===== src/rtl/cipher_serializer.sv =====
// Captures a packed cipher word on load and streams it out MSB byte first over
// a valid/ready handshake, flagging the last byte and keeping a mod-256 checksum.
module cipher_serializer #(
    parameter int unsigned p_message_length = 6
) (
    input  logic                          i_w_clk,
    input  logic                          i_w_rst_n,
    input  logic [p_message_length*8-1:0] i_w_cipher,
    input  logic                          i_w_load,
    output logic                          o_r_busy,
    output logic [7:0]                    o_r_data,
    output logic                          o_r_valid,
    input  logic                          i_w_ready,
    output logic                          o_r_last,
    output logic                          o_r_done,
    output logic [7:0]                    o_r_checksum
);

    localparam int unsigned W  = p_message_length * 8;
    localparam int unsigned CW = $clog2(p_message_length + 1);
    localparam logic [CW-1:0] LAST_IDX = CW'(p_message_length - 1);

    typedef enum logic [1:0] {
        S_IDLE,
        S_SEND,
        S_DONE
    } state_e;

    state_e        state_q, state_d;
    logic [W-1:0]  shreg_q, shreg_d;
    logic [CW-1:0] cnt_q,   cnt_d;
    logic [7:0]    csum_q,  csum_d;

    always_ff @(posedge i_w_clk or negedge i_w_rst_n) begin
        if (!i_w_rst_n) begin
            state_q <= S_IDLE;
            shreg_q <= '0;
            cnt_q   <= '0;
            csum_q  <= '0;
        end else begin
            state_q <= state_d;
            shreg_q <= shreg_d;
            cnt_q   <= cnt_d;
            csum_q  <= csum_d;
        end
    end

    always_comb begin
        state_d = state_q;
        shreg_d = shreg_q;
        cnt_d   = cnt_q;
        csum_d  = csum_q;
        unique case (state_q)
            S_IDLE: begin
                if (i_w_load) begin
                    shreg_d = i_w_cipher;
                    cnt_d   = '0;
                    csum_d  = '0;
                    state_d = S_SEND;
                end
            end
            S_SEND: begin
                if (i_w_ready) begin
                    csum_d  = csum_q + shreg_q[W-1 -: 8];
                    cnt_d   = cnt_q + 1'b1;
                    shreg_d = shreg_q << 8;
                    if (cnt_q == LAST_IDX) begin
                        state_d = S_DONE;
                    end
                end
            end
            S_DONE: begin
                state_d = S_IDLE;
            end
            default: begin
                state_d = S_IDLE;
            end
        endcase
    end

    // Outputs decode straight from registered state so reset clears them at once.
    assign o_r_valid    = (state_q == S_SEND);
    assign o_r_busy     = (state_q != S_IDLE);
    assign o_r_done     = (state_q == S_DONE);
    assign o_r_last     = (state_q == S_SEND) && (cnt_q == LAST_IDX);
    assign o_r_data     = shreg_q[W-1 -: 8];
    assign o_r_checksum = csum_q;

endmodule

===== config.mk =====
export PLATFORM = sky130hd
export DESIGN_NAME = cipher_serializer
export DESIGN_NICKNAME = d
export VERILOG_FILES = /design/src/rtl/cipher_serializer.sv
export SDC_FILE = /design/constraint.sdc
export NUM_CORES = 1
export LEC_CHECK = 0
export ABC_AREA = 1
export CELL_PAD_IN_SITES_DETAIL_PLACEMENT = 0
export CELL_PAD_IN_SITES_GLOBAL_PLACEMENT = 1
export CORE_ASPECT_RATIO = 1.2
export CORE_UTILIZATION = 39
export DETAILED_ROUTE_END_ITERATION = 10
export PLACE_DENSITY = 0.92
export SETUP_SLACK_MARGIN = 0.1
export SYNTH_ARGS = -nofsm -noshare
export SYNTH_HDL_FRONTEND = slang
export SYNTH_SLANG_ARGS = --single-unit

===== constraint.sdc =====
create_clock -name i_w_clk -period 4.3 [get_ports i_w_clk]
set_input_delay 0.43 -clock i_w_clk [delete_from_list [all_inputs] [get_ports i_w_clk]]
set_output_delay 0.43 -clock i_w_clk [all_outputs]
set_load 0.02 [all_outputs]

; Word-level counts from Yosys, hierarchy flattened
; Index checks and enable logic that the tools add are counted.
[totals]
output_inout_bits = 20
word_cells = 31
inputBits = 52
regBits = 61
[classes]
reduce_logical = 6
n_addsub = 2
n_eq_ne = 6
muxes = 13
[op_table]
columns = cell, count
row1 = 48-bit two-way mux, 2
row2 = 48-bit case mux with 2 select lines, 1
row3 = 8-bit two-way mux, 2
row4 = 8-bit case mux with 2 select lines, 1
row5 = 8-bit adder, 1
row6 = 2-bit two-way mux, 3
row7 = 3-bit two-way mux, 2
row8 = 3-bit case mux with 2 select lines, 1
row9 = 3-bit AND reduction, 2
row10 = 2-bit by 1-bit inequality test with 1-bit output (second input constant), 2
row11 = 2-bit case mux with 2 select lines, 1
row12 = 2-bit nonzero test, 2
row13 = 3-bit by 1-bit adder with 3-bit output (second input constant), 1
row14 = 3-bit == test (second input constant), 1
row15 = 2-bit by 1-bit == test with 1-bit output (second input constant), 1
row16 = 2-bit == test (second input constant), 1
row17 = 2-bit logical NOT, 1
row18 = 2-bit inequality test (second input constant), 1
row19 = 1-bit logical AND, 1

; Depth between registers and ports, before layout
; Gate-level depths: netlist of the first run.
[depth]
depth_word = 4
ltp_mapped = 9
depth_no_buf = 9

; Worst setup path before layout of the first run
; No wires, ideal clock.
[synth_timing]
kind = reg2reg
from = register csum_q[0], in the netlist o_r_checksum[0]
to = register csum_q[6], in the netlist o_r_checksum[6]
required_time_ns = 4.183
stages_incl_launch_ff = 9
arrival_ns = 1.466
setup_ns = 0.117
path_slack_ns = 2.717
path_cell_list = dfrtp_1 ha_1 fa_1 nand3_1 nand2_1 nand2_1 nand3_1 nand3_1 nand2_1
[synth_via]
elab_chain_cells = 3
[synth_rtl]
columns = element, line_no
row1 = from (decl), 32  ; logic [7:0] csum_q, csum_d;
row2 = from (signal assigned), 44  ; csum_q <= csum_d;
row3 = 8-bit adder, 64  ; csum_d = csum_q + shreg_q[W-1 -: 8];
row4 = 8-bit two-way mux, 63  ; if (i_w_ready) begin
row5 = 8-bit case mux with 2 select lines, 53  ; unique case (state_q)
; Every way passes these cells. The select of a mux whose other input is x is not followed.
; A chain may end at the register's enable or synchronous reset.

; Final worst setup path of the first run
[layout_timing]
from = register state_q[1]
to = output port o_r_last
[layout_via]
elab_chain_cells = 2
[layout_rtl]
columns = element, line_no
row1 = from (decl), 29  ; state_e state_q, state_d;
row2 = from (signal assigned), 41  ; state_q <= state_d;
row3 = 2-bit by 1-bit == test with 1-bit output, 85  ; assign o_r_last = (state_q == S_SEND) && (cnt_q == LAST_IDX);
row4 = 1-bit logical AND, 85
row5 = to (decl), 14  ; output logic o_r_last,
; Every way passes these cells.

==> results of run 1 <==
## power by group through the flow
| stage | clock (mW) | combinational (mW) | sequential, mW |
|---|---|---|---|
| after floorplan | 0 | 1.01 | 1.02 |
| after global placement | 0 | 1.32 | 1.03 |
| after detailed placement | 0 | 1.36 | 1.04 |
| after CTS | 0.667 | 1.38 | 1.03 |
| after global routing | 0.698 | 1.55 | 1.06 |
| final | 0.657 | 1.36 | 1.02 |
## sequential cells by signal, summed over array words and instances, names as in the netlist
signal,count
o_r_checksum,8
cnt_q,3
shreg_q,48
state_q,2
## how the worst min path moves through the flow
stage / startpoint / endpoint / slack [ns] / cells past startpoint
finish: i_w_rst_n / shreg_q[2] / 0.23 / 2
CTS: i_w_rst_n / shreg_q[11] / 0.26 / 2
global placement: shreg_q[10] / shreg_q[10] / 0.47 / 2
global route: i_w_rst_n / shreg_q[2] / 0.30 / 2
detailed placement: shreg_q[6] / shreg_q[6] / 0.47 / 2
floorplan: i_w_rst_n / cnt_q[0] / 0.13 / 0
## critical path, cell delays in order, from the launching register on
cell	delay, ns
dfrtp_1	0.42
inv_1	0.10
nand2_2	0.39
nor2_1	0.28
clkdlybuf4s50_1	0.64
## cells in the final DEF, fill, tap and decap left out, drive strengths merged
| cell | netlist | final |
|---|---|---|
| a21oi | 5 | 5 |
| a22o | 7 | 7 |
| a22oi | 5 | 5 |
| a31oi | 31 | 31 |
| buf | 23 | 3 |
| bufinv | 0 | 3 |
| clkbuf | 2 | 13 |
| clkdlybuf4s50 | 0 | 70 |
| dfrtp | 61 | 61 |
| fa | 1 | 1 |
| ha | 9 | 9 |
| inv | 20 | 20 |
| nand2 | 120 | 120 |
| nand3 | 8 | 8 |
| nor2 | 38 | 38 |
| nor4 | 1 | 1 |
| o211ai | 3 | 3 |
| o21ai | 10 | 10 |
| o22ai | 1 | 1 |
| o31ai | 2 | 2 |
| xnor2 | 3 | 3 |
| xor2 | 1 | 1 |
## through the flow
stage          instances   util
3_5_place_dp         489  0.501
6_report             505  0.536
2_1_floorplan        351      -
4_1_cts              505  0.536
3_3_place_gp         489  0.501
5_1_grt              505  0.536
## cell usage after synthesis
master    instances
a22o_1            7
nor2_2            1
dfrtp_1          61
nand2_4           1
nand3_1           8
buf_1             2
buf_4            10
inv_2             2
o31ai_2           2
nor2_4            1
clkbuf_1          2
o22ai_1           1
nor4_1            1
nor2_1           36
fa_1              1
ha_1              9
inv_1            18
buf_6             1
o21ai_0           9
xor2_1            1
xnor2_1           3
nand2_1         117
buf_2            10
a22oi_1           5
o211ai_1          3
o21ai_1           1
a31oi_1          31
a21oi_1           5
nand2_2           2
## layout make-up
class	instances	area, um^2	share of cell area
Tap cell	90	113	0.0285
Inverter	20	75.1	0.0190
Clock buffer	13	169	0.0428
Sequential cell	61	1530	0.387
Clock inverter	3	90.1	0.0228
Timing Repair Buffer	73	721	0.183
Multi-Input combinational cell	245	1250	0.317
## routing by layer
metal,wire [um],global-route usage,share of wire,up-vias
met5,0,0,0,-
met4,120,0.0702,0.017,0
met3,296,0.0570,0.043,11
met2,3410,0.316,0.50,64
met1,3040,0.247,0.44,1169
li1,-,-,-,1274
## kinds of logic after synthesis
logic type               count (synthesis)  synth area share
AO/OA/AOI/OAI                           64             0.140
XOR/XNOR                                 4            0.0117
adder cells (fa/ha/maj)                 10            0.0441
buffers and inverters                   45            0.0754
flip-flops                              61             0.508
AND/OR/NAND/NOR                        167             0.220
==> metrics.yaml, run 1 <==
status: "complete, no violations"
cts_resized: 0
p_seq_frac: 0.337
syn-instance-count: 351
drive_gt1_frac: 0.0651
post-route-period-util: 0.603
clock_sinks: 61
cap_violations: 0
clock-root-buffer: "clkbuf_8"
worstMarginPinSlew_ns: 0.753
die_y_um: 98.1
wirelength_um: 6870
fillers: 712
timing.slew.headroom: 0.498
p_sw_frac: 0.392
cts_setup_buffers: 0
grt_max_degree: 72
power.total_mw: 3.04
area_growth_pct: 31.3
placed_area_um2: 3690
min_period_ns: 2.59
combPwrFrac: 0.447
core_um2: 7360
grt_pass1_vias: 2458
finalMaxSlewViolations: 0
setup-tns-final_ns: 0
insertion_delay_ns: 0.34
finClkSkew_ns: 0.00476
synth_cell_types: 29
ant_nets: 0
viasPerCell: 4.99
numPortBuffers: 71
finalNetCount: 472
finalInstanceArea_um2: 3950
grt_pass1_wl_um: 11600
wl_per_cell_um: 13.6
fmax_ghz: 0.386
hold_ws_ns: 0.234
r2r-start: "state_q[0]"
synth_area_leader_cell: "dfrtp_1"
yosysTopAreaCellShare: 0.508
cts_buffer_depth: 2
hpwlAfterDp_um: 4720
synthTopCellsByArea: "dfrtp_1, nand2_1, a31oi_1"
drc: 0
power_switching_mw: 1.19
vdd_ir_drop_max_uv: 406
cts_hold_buf: 0
cts_buffers: 9
grt_usage: 0.196
yosys_register_bits: 61
leakage_nw: 1.83
insertedDiodeCount: 0
antenna_found_initial: 0
syn_nets: 413
required_ns: 3.87
initial_core_util: 0.408
power_density_nw_per_um2: 771
cts_max_level: 3
post-place-ws_ns: 1.90
min_path_type: "in -> async"
startpoint: "state_q[1]"
die_w_um: 82.1
row_count: 34
fin_ws_ns: 1.71
ff2ff_path_depth: 7
power.internal_mw: 1.85
synth_area_per_cell_um2: 8.56
syn_area_um2: 3000
drt_pass1_iterations: 4
ys_warn_count: 0
path_max_fanout: 36
start_kind: "flop"
vias: 2518
r2r_slack_ns: 1.87
gr-total-overflow: 0
rsz0062_at_grt: "false"
boundaryPins: 72
hold_violations: 0
critPathCaptureType: "output port"
cp_data_arrival_time_ns: 2.16
clk_pin_slew_ns: 0.07
die_area_um2: 8060
worstSetupPathType: "reg -> out"
setup_viol: 0
tritoncts: "yes"
drt_first_iter_violations: 102
worstReg2RegEnd: "o_r_checksum[0]"
endpoint: "o_r_last"
yosysSeqAreaShare: 0.508
p_clk_frac: 0.216
place_congestion: 0.805
Power figures use the tool's default switching activity.
==> run 2: changes to the inputs <==
Settings changed: CORE_UTILIZATION 39 to 33, PLACE_DENSITY 0.92 to 0.84.
Clock period 4.3 ns to 2.35 ns, I/O delays scaled along.
==> run 2 against run 1 <==
Compared with the run above: worst setup slack worse by 1.3 ns; routed wire length rose by 4.1%; critical path depth is 1 higher; final cell count rose by 6.1%; combinational power rose by 86%; global-route usage is 3.1 points lower; sequential share of layout area decreased by 0.41 points; flip-flop and latch count is the same; count of clock-buffer cells in the layout down 2.
==> metrics.yaml, run 2 (same netlist as run 1, synthesis figures left out) <==
fillers: 884  # +24%
cts_buffers: 9  # unchanged
utilization: 0.458  # -0.0779
vdd_ir_drop_max_uv: 397  # -2.2%
mostFrequentLayoutCells: "nand2_1, clkdlybuf4s50_1, dfrtp_1"
crit_chain: "inv_1 > ha_1 > nand2_1 > nor2_1 > clkdlybuf4s50_1"
hold_violations: 0  # unchanged
grt_usage: 0.166  # -0.0306
clock-root-buffer: "clkbuf_8"
power_switching_mw: 2.21  # +85%
leakage_nw: 1.82  # about the same
worstMarginPinSlew_ns: 0.613  # -0.140 ns
path_buf_inv: 2  # unchanged
timing.slew.headroom: 0.591  # +0.0931
drive_gt1_frac: 0.0740  # +0.00893
vias: 2561  # +1.7%
ant_nets: 0  # unchanged
finClkSkew_ns: 0.0110  # +0.00628 ns
post-place-ws_ns: 0.728  # -1.17 ns
cpLargestDelayFamily: "buffers and inverters"
row_count: 37  # +8.8%
wl_per_cell_um: 13.3  # -1.9%
finalMaxSlewViolations: 0  # unchanged
dp.cells: 519  # +6.1%
status: "complete, no violations"
antenna_found_initial: 0  # unchanged
p_sw_frac: 0.410  # +0.0183
tritoncts: "yes"
place_congestion: 0.777  # -3.4%
min_period_ns: 1.98
boundaryPins: 72  # unchanged
largest_reg_flops: 48  # unchanged
critPathCaptureType: "output port"
numPortBuffers: 71  # unchanged
cap_violations: 0  # unchanged
grt_pass1_wl_um: 11700  # +0.24%
rsz0062_at_grt: "false"
initial_core_util: 0.345  # -0.0630
die_y_um: 107  # +8.5%
post-route-period-util: 0.842
cts_resized: 0  # unchanged
grt_max_degree: 70  # -2.8%
clock_sinks: 61  # unchanged
die_w_um: 89.1  # +8.5%
fin_ws_ns: 0.370  # -1.34 ns
drc: 0  # unchanged
insertedDiodeCount: 0  # unchanged
setup_viol: 0  # unchanged
min_path_type: "in -> async"
placed_area_um2: 3770  # +2.2%
drt_first_iter_violations: 122  # +20%
area_growth_pct: 32.7
drt_pass1_iterations: 4  # unchanged
wirelength_um: 7150  # +4.1%
cts_buffer_depth: 2  # unchanged
crit_path_max_incr_delay_ns: 0.61  # -0.03 ns
path_max_fanout: 3  # -92%
cts_setup_buffers: 0  # unchanged
p_clk_frac: 0.183  # -0.033
register_area_um2: 1530  # unchanged
regMostFlops: "shreg_q"
critPathSlowestCell: "clkdlybuf4s50_1"
finalNetCount: 476  # +0.85%
hold_ws_ns: 0.421  # +0.187 ns
clk_pin_slew_ns: 0.08  # about the same
setup-tns-final_ns: 0  # unchanged
cp_data_arrival_time_ns: 1.74  # -0.42 ns
power_density_nw_per_um2: 1350  # +75%
hpwlAfterDp_um: 5140  # +8.9%
cts_max_level: 3  # unchanged
grt_pass1_vias: 2511  # +2.2%
multi_input_area_um2: 1250  # unchanged
die_area_um2: 9490  # +18%
start_kind: "flop"
power.total_mw: 5.39  # +77%
power.internal_mw: 3.18  # +72%
viasPerCell: 4.78  # -4.2%
final_common_cell: "nand2_1"
p_seq_frac: 0.347  # +0.010
required_ns: 2.12  # -1.75 ns
worstSetupPathType: "reg -> out"
finalInstanceArea_um2: 3990  # +1.1%
insertion_delay_ns: 0.35  # about the same
core_um2: 8700  # +18%
gr-total-overflow: 0  # unchanged
instances_no_fill: 536  # +6.1%
combPwrFrac: 0.470  # +0.023
fmax_ghz: 0.505
run 2: cell count changes in the layout (fill, tap and decap cells not counted), sizes merged:
cell,change
bufinv,-2
clkbuf,-2
clkinvlp,+2
clkinv,+2
buf,+3
dlygate4sd3,+1
run 2: power groups by stage:
stage	registers (mW)	logic (mW)	clock network, mW
after floorplan	1.87	1.84	0
after global routing	1.93	2.88	1.03
after CTS	1.88	2.56	0.995
final	1.87	2.53	0.983
after detailed placement	1.90	2.55	0
after global placement	1.88	2.50	0
run 2: path summary, 6_finish.rpt:
path | cells after the start | endpoint | slack, ns | start
max | 5 | o_r_last | 0.37 | cnt_q[1]
min | 2 | shreg_q[1] | 0.42 | i_w_rst_n
max reg2reg | 8 | o_r_checksum[6] | 0.75 | shreg_q[40]
min reg2reg | 2 | shreg_q[6] | 0.48 | shreg_q[6]
max in group asynchronous | 3 | shreg_q[21] | 1.30 | i_w_rst_n
min in group i_w_clk | 3 | shreg_q[6] | 0.42 | i_w_cipher[6]
run 2: repair_timing:
action / CTS / global route
endpoints found under the setup margin: 0 / 0
hold buffers: 1 / 0
hold endpoints to repair: 22 / 0
run 2: cell type report:
class | count | area share
multi-input cells | 245 | 0.314
inverters | 20 | 0.0188
flip-flops and latches | 61 | 0.383
repair buffers | 77 | 0.195
well taps | 117 | 0.0367
clock inverters | 5 | 0.0147
clock buffers | 11 | 0.0380
run 2: layer usage:
layer / wire length, um / vias to the layer above / part of all wire / track usage
met3: 321 / 16 / 0.045 / 0.0303
met1: 3090 / 1206 / 0.43 / 0.202
met5: 0 / - / 0 / 0
met4: 218 / 0 / 0.030 / 0.0862
li1: - / 1275 / - / -
met2: 3520 / 64 / 0.49 / 0.275
==> run 3: changes to the inputs <==
Clock period 2.35 ns to 1.7 ns, I/O delays scaled along.
==> run 3 against run 2 <==
Compared with the run above: total power increased by 44%; core utilization increased by 0.85 points; global-route usage is 0.33 points lower; critical endpoint is now o_r_data[3]; highest routed layer unchanged.
==> metrics.yaml, run 3 (same netlist as run 1, synthesis figures left out) <==
crit_path_max_incr_delay_ns: 0.62  # about the same
fmax_ghz: 0.645
mostFrequentLayoutCells: "nand2_1, dfrtp_1, clkdlybuf4s50_1"
cts_max_level: 3  # unchanged
placed_area_um2: 3780  # +0.33%
cts_buffers: 9  # unchanged
finalNetCount: 478  # +0.42%
cp_data_arrival_time_ns: 1.38  # -0.36 ns
final_common_cell: "nand2_1"
hpwlAfterDp_um: 4950  # -3.8%
clock_sinks: 61  # unchanged
power.total_mw: 7.75  # +44%
ant_nets: 0  # unchanged
finClkSkew_ns: 0.0152  # +0.00421 ns
fillers: 906  # +2.5%
p_seq_frac: 0.332  # -0.015
core_um2: 8700  # unchanged
setup_viol: 0  # unchanged
clock-root-buffer: "clkbuf_8"
viasPerCell: 4.73  # -0.92%
place_congestion: 0.809  # +4.1%
path_max_fanout: 3  # unchanged
register_area_um2: 1530  # unchanged
required_ns: 1.53  # -0.59 ns
start_kind: "flop"
gr-total-overflow: 0  # unchanged
utilization: 0.467  # +0.00848
timing.slew.headroom: 0.682  # +0.0910
initial_core_util: 0.345  # unchanged
boundaryPins: 72  # unchanged
grt_max_degree: 62  # -11%
hold_violations: 0  # unchanged
vias: 2547  # -0.55%
crit_chain: "clkdlybuf4s50_1"
drc: 0  # unchanged
clk_pin_slew_ns: 0.08  # about the same
p_clk_frac: 0.207  # +0.024
wirelength_um: 7130  # -0.24%
worstSetupPathType: "reg -> out"
finalInstanceArea_um2: 4060  # +1.9%
cts_buffer_depth: 2  # unchanged
tritoncts: "yes"
insertion_delay_ns: 0.35  # about the same
leakage_nw: 1.90  # +4.0%
numPortBuffers: 71  # unchanged
status: "complete, no violations"
power.internal_mw: 4.65  # +46%
drt_pass1_iterations: 4  # unchanged
largest_reg_flops: 48  # unchanged
die_y_um: 107  # unchanged
power_density_nw_per_um2: 1910  # +41%
multi_input_area_um2: 1260  # +0.80%
rsz0062_at_grt: "true"
vdd_ir_drop_max_uv: 589  # +48%
setup-tns-final_ns: 0  # unchanged
path_buf_inv: 1  # -1
wl_per_cell_um: 13.3  # -0.61%
grt_usage: 0.162  # -0.00334
power_switching_mw: 3.10  # +41%
critPathSlowestCell: "clkdlybuf4s50_1"
row_count: 37  # unchanged
insertedDiodeCount: 0  # unchanged
drt_first_iter_violations: 147  # +20%
regMostFlops: "shreg_q"
post-route-period-util: 0.912
cap_violations: 0  # unchanged
antenna_found_initial: 0  # unchanged
critPathCaptureType: "output port"
min_period_ns: 1.55
die_w_um: 89.1  # unchanged
finalMaxSlewViolations: 0  # unchanged
grt_pass1_wl_um: 11500  # -1.0%
min_path_type: "in -> async"
grt_pass1_vias: 2489  # -0.88%
die_area_um2: 9490  # unchanged
area_growth_pct: 35.2
drive_gt1_frac: 0.0903  # +0.0163
combPwrFrac: 0.460  # -0.010
worstMarginPinSlew_ns: 0.476  # -0.137 ns
cpLargestDelayFamily: "buffers and inverters"
p_sw_frac: 0.401  # -0.00940
[run 3: final timing paths]
path	from	slack (ns)	end	cells after the start
setup / recovery	shreg_q[43]	0.15	o_r_data[3]	1
hold / removal	i_w_rst_n	0.36	shreg_q[2]	3
setup reg to reg	shreg_q[40]	0.18	o_r_checksum[2]	5
hold reg to reg	shreg_q[9]	0.50	shreg_q[9]	2
max in group asynchronous	i_w_rst_n	1.08	shreg_q[16]	3
min in group i_w_clk	i_w_cipher[5]	0.36	shreg_q[5]	3
[run 3: worst register-to-register path: stages, from the launching register on]
cell	delay, ns
dfrtp_1	0.41
ha_2	0.20
fa_2	0.36
buf_4	0.14
xnor2_1	0.13
o31ai_2	0.20
[run 3: power groups by stage]
stage	Sequential, mW	Clock [mW]	Combinational, mW
2_1_floorplan	2.58	0	2.55
3_3_place_gp	2.58	0	3.47
3_5_place_dp	2.61	0	3.57
4_1_cts	2.58	1.64	3.55
5_1_grt	2.66	1.68	4.07
6_report	2.58	1.61	3.57
[run 3: layout make-up]
| type | count | share of cell area |
|---|---|---|
| flip-flops and latches | 61 | 0.376 |
| repair buffers | 79 | 0.198 |
| well taps | 117 | 0.0360 |
| multi-input cells | 245 | 0.311 |
| inverters | 20 | 0.0185 |
| clock buffers | 9 | 0.0305 |
| clock inverters | 7 | 0.0305 |
[run 3: repair_timing]
item / 4_1_cts / 5_1_grt
setup buffers: 0 / 2
hold buffers: 1 / 0
hold endpoints to repair: 61 / 0
endpoints found under the setup margin: 6 / 7
resized for setup: 6 / 11
pin swaps: 0 / 4
[run 3: per-layer routing]
| metal | wire [um] | GRT usage | vias up |
|---|---|---|---|
| li1 | - | - | 1282 |
| met1 | 3110 | 0.202 | 1195 |
| met2 | 3580 | 0.267 | 61 |
| met3 | 345 | 0.0388 | 9 |
| met4 | 99 | 0.0646 | 0 |
| met5 | 0 | 0 | - |
[run 3: per-stage QoR]
stage / setup slack [ns] / cells / hold slack, ns
2_1_floorplan: 0.117 / 351 / -0.126
3_3_place_gp: 0.150 / 519 / 0.205
3_5_place_dp: 0.120 / 519 / 0.206
4_1_cts: 0.00632 / 536 / 0.347
5_1_grt: 0.0904 / 538 / 0.381
6_report: 0.149 / 538 / 0.355
==> RTL change 1: new RTL, settings of run 3 <==
Take the reset off `shreg_q` and `csum_q` and load them in a clocked block of their own.
--- a/src/rtl/cipher_serializer.sv
+++ b/src/rtl/cipher_serializer.sv
@@ -36,11 +36,12 @@
             state_q <= S_IDLE;
-            shreg_q <= '0;
             cnt_q   <= '0;
-            csum_q  <= '0;
         end else begin
             state_q <= state_d;
-            shreg_q <= shreg_d;
             cnt_q   <= cnt_d;
-            csum_q  <= csum_d;
         end
+    end
+
+    always_ff @(posedge i_w_clk) begin
+        shreg_q <= shreg_d;
+        csum_q  <= csum_d;
     end
Check against the original RTL: not equivalent (Yosys sat finds a counterexample within 4 cycles, from zero or initial values and one cycle with i_w_rst_n low).
==> RTL change 1 against run 3 <==
Cell area decreased by 0.46%. Total power increased by 1.8%. Routed wire length decreased by 20%. Hold slack got worse by 290 ps. Sequential share of layout area increased by 7.1 points. Setup slack got worse by 76 ps. Sequential cell count unchanged. Area after synthesis decreased by 1.8%. Critical endpoint is now o_r_checksum[6]. Largest cell class unchanged.
==> RTL change 1: results <==
group,metric,value,unit
clock_network,post_cts_resized,11,
yosys,synth-edff-count,56,
routing,wirelength_met1,2.377,mm
final_layout,register_name_with_the_most_flops,"shreg_q",
global_routing,grt.met3_usage,5.951,%
clock_network,insertion_delay,330,ps
worst_setup_path,biggest_cell_delay_along_the_critical_path,360,ps
global_routing,grt_usage,13.59,%
routing,wl_met2,2.777,mm
clock_network,cts_setup_buffers,2,
routing,detail_route.first_pass.iterations,4,
worst_setup_path,crit_path_category,"reg -> reg",
yosys,yosysUniqueCellTypes,23,
clock_network,cts-htree-levels,3,
global_routing,met1_usage,15.84,%
power,leakagePower,1.775,nW
place,dpl.cell_count,486,
timing,final_worst_clock_skew,6.322,ps
routing,dr.first_iter.drc_count,75,
place,port_buffers,71,
yosys,synthesized_nets,370,
hold_path,holdCritPathClass,"in -> async",
routing,routed-wl-met3,479,um
clock_network,cts-root-buf,"sky130_fd_sc_hd__clkbuf_8",
worst_setup_path,worstSetupStartpoint,"shreg_q[40]",
final_layout,largest_reg_flops,48,
worst_setup_path,critical_path_arrival,1710,ps
place,dpl.hpwl,3.983,mm
timing,hold-worst-slack,64.45,ps
worst_setup_path,critPathMaxFanout,2,
worst_setup_path,worstReg2RegEnd,"o_r_checksum[6]",
routing,avgViaCountPerCell,4.375,
place,place_congestion,0.7958,
place,placement.cell_area,3787,um^2
yosys,syn_avg_cell_area,9.579,um^2
final_layout,layout-drive-gt1-share,13.18,%
global_routing,grt_pass1_vias,2149,
timing,relSlewSlack,80.32,%
yosys,synth_async_sr_flop_share,8.197,%
flow_run,max_cap_violations,0,
final_layout,final_nets,444,
worst_setup_path,worst-r2r-cell-count,9,
yosys,synth-seq-area-share,61.24,%
routing,totalWireLength,5.692,mm
global_routing,first_pass_grt_wire_length,9.535,mm
clock_network,numCtsBuffers,9,
worst_setup_path,worst_path_dominant_cell_family,"adder cells",
yosys,synth_area_leaders,"sky130_fd_sc_hd__edfxtp_1, sky130_fd_sc_hd__nand2_1, sky130_fd_sc_hd__dfrtp_1",
worst_setup_path,critical_path.slowest_cell,"sky130_fd_sc_hd__edfxtp_1",
global_routing,grtUsageMet2,21.76,%
run_status,run_status,"completed",
yosys,post_synth_most_frequent_cells,"sky130_fd_sc_hd__nand2_1, sky130_fd_sc_hd__edfxtp_1, sky130_fd_sc_hd__inv_1, sky130_fd_sc_hd__nor2_1, sky130_fd_sc_hd__buf_4",
yosys,synth_ff_type,"sky130_fd_sc_hd__edfxtp_1",
clock_network,cts.reportedPaths.clkPinSlew,70,ps
routing,route.detailed.wl_per_inst,11.29,um
yosys,ys_warn_count,0,
power,vdd_drop_max,594.6,uV
worst_setup_path,rrSetupSlack,70,ps
global_routing,grt_start_max_net_pins,36,
==> RTL change 1: cell count changes in the layout (fill, tap and decap cells not counted), moves of 5 or more <==
| cell | change |
|---|---|
| sky130_fd_sc_hd__a22o_1 | -7 |
| sky130_fd_sc_hd__a22oi_1 | -5 |
| sky130_fd_sc_hd__a31oi_1 | -31 |
| sky130_fd_sc_hd__buf_4 | +6 |
| sky130_fd_sc_hd__dfrtp_1 | -56 |
| sky130_fd_sc_hd__edfxtp_1 | +56 |
| sky130_fd_sc_hd__ha_1 | -5 |
| sky130_fd_sc_hd__ha_4 | +5 |
| sky130_fd_sc_hd__nand2_1 | +23 |
| sky130_fd_sc_hd__nor2_1 | -13 |
| sky130_fd_sc_hd__o21ai_0 | -6 |
==> RTL change 1: cells by family (layout without fill, tap and decap cells) <==
family | count (synthesis) | after routing | synth area share (%)
xor gates and xnor gates | 1 | 1 | 0.2969
adders and majority gates | 10 | 10 | 4.495
DFF | 61 | 61 | 61.24
AOI/OAI and AO/OA | 11 | 11 | 2.078
and+or+nand+nor | 182 | 182 | 24.64
buffers and inverters | 43 | 122 | 7.252
==> RTL change 1: where the power goes <==
part	internal (W)	switching (W)	total, W
clock network	0.000519	0.000558	0.00108
registers	0.00279	0.000325	0.00311
logic	0.00164	0.00206	0.00370
total	0.00494	0.00294	0.00789
==> RTL change 1: per-stage QoR <==
stage / util, % / setup WS, ps
after detailed placement: 43.98 / 50.06
after global routing: 46.95 / -39.71
after CTS: 45.96 / 67.98
final: 46.95 / 72.70
after global placement: 43.98 / 105.5
after floorplan: - / -3.119
==> RTL change 1: cell type report <==
cell class,instances,area (um^2)
clock inverter,5,27.53
tap,117,146.4
timing repair buffer,81,803.3
fill,821,4568
inverter,25,93.84
multi-input combinational,204,1033
clock buffer,11,131.4
sequential,61,1807
==> RTL change 2: new RTL, flow settings as in run 3 <==
Without the edit above. Change the parameter `p_message_length` from 6 to 12.
--- a/src/rtl/cipher_serializer.sv
+++ b/src/rtl/cipher_serializer.sv
@@ -3,3 +3,3 @@
 module cipher_serializer #(
-    parameter int unsigned p_message_length = 6
+    parameter int unsigned p_message_length = 12
 ) (
Interface: changed (resized i_w_cipher); port bits go from 72 to 120. The function was not compared with the original's and may differ.
==> RTL change 2 against run 3 <==
Register-to-register slack got worse by 20 ps. Cell area increased by 78%. Combinational power increased by 34%. Sequential share of layout area increased by 0.47 points. Core utilization decreased by 0.60 points. Fmax decreased by 4.0%. Area after synthesis increased by 78%. Total power increased by 46%. Sequential cell count increased by 49. Setup slack got worse by 64 ps. Count of clock-buffer cells in the layout increased by 2. Routed wire length increased by 100%.
==> RTL change 2: results <==
group,metric,value,unit
worst_setup_path,worstReg2RegEnd,"shreg_q[10]",
timing,post-route-worst-setup-slack,84.79,ps
timing,final_worst_clock_skew,8.406,ps
run_status,run_status,"completed",
place,place_congestion,0.8030,
yosys,yosysUniqueCellTypes,30,
place,dpl.hpwl,9.646,mm
worst_setup_path,rrSetupSlack,160,ps
global_routing,first_pass_grt_wire_length,22.08,mm
power,leakagePower,3.316,nW
worst_setup_path,r2r_start,"state_q[0]",
final_layout,final_nets,852,
yosys,synthesized_nets,743,
global_routing,grt_start_max_net_pins,58,
routing,detail_route.first_pass.iterations,5,
routing,totalWireLength,14.32,mm
place,dpl.cell_count,931,
global_routing,grt_usage,16.98,%
final_layout,largest_reg_flops,96,
yosys,synth_area_leaders,"sky130_fd_sc_hd__dfrtp_1, sky130_fd_sc_hd__nand2_1, sky130_fd_sc_hd__nand3_1",
worst_setup_path,worst-r2r-cell-count,9,
power,vdd_drop_max,538.1,uV
yosys,synth-seq-area-share,51.62,%
yosys,syn_avg_cell_area,8.411,um^2
global_routing,grt_pass1_vias,4302,
worst_setup_path,critical_path_arrival,1450,ps
worst_setup_path,worstSetupStartpoint,"shreg_q[88]",
routing,avgViaCountPerCell,4.954,
timing,transition_time_at_the_pin_with_the_least_slew_margin,442.6,ps
worst_setup_path,critical_path.endpoint,"o_r_data[0]",
timing,hold-worst-slack,300.2,ps
## RTL change 2: changes by cell type after synthesis, sizes merged, moves of 3 or more
cell,change
a22o,-4
a22oi,-5
buf,+14
clkbuf,+14
dfrtp,+49
inv,+17
nand2,+82
nand3,+56
nand3b,+3
nand4,+46
o21ai,+6
o221ai,+9
xnor2,-3
## RTL change 2: routing by layer
layer	track usage, %	vias up	wire, um
met5	0	-	0
met4	7.287	0	288
met3	2.653	18	617
met2	27.52	143	6939
met1	22.57	2230	6469
li1	-	2340	-
## RTL change 2: layout make-up
class / instances / area (um^2)
clock inverter: 4 / 55.05
multi-input combinational: 434 / 2173
timing repair buffer: 151 / 1605
clock buffer: 11 / 242.7
sequential: 110 / 2753
fill: 1524 / 8469
inverter: 37 / 143.9
tap: 208 / 260.3
## RTL change 2: cells by family after synthesis
logic type               Yosys count  share of synthesized area (%)
AND/OR/NAND/NOR                  355                          29.33
multiplexers                       1                         0.1877
flip-flops                       110                          51.62
XOR/XNOR                           1                         0.1643
AO/OA/AOI/OAI                     68                          8.189
buffers and inverters             90                          8.259
adder cells (fa/ha/maj)            9                          2.253
## RTL change 2: timing repair
| item | in CTS | in global routing |
|---|---|---|
| endpoints found under the setup margin | 10 | 72 |
| gates cloned | 0 | 3 |
| hold buffers | 1 | 0 |
| buffers inserted | 0 | 5 |
| resized for setup | 12 | 19 |
| pin swaps | 0 | 4 |
| hold endpoints to repair | 29 | 0 |
## RTL change 2: power by group
part | total [W] | internal (W) | switching (W)
registers | 0.00437 | 0.00368 | 0.000692
clock network | 0.00217 | 0.00119 | 0.000983
logic | 0.00477 | 0.00217 | 0.00261
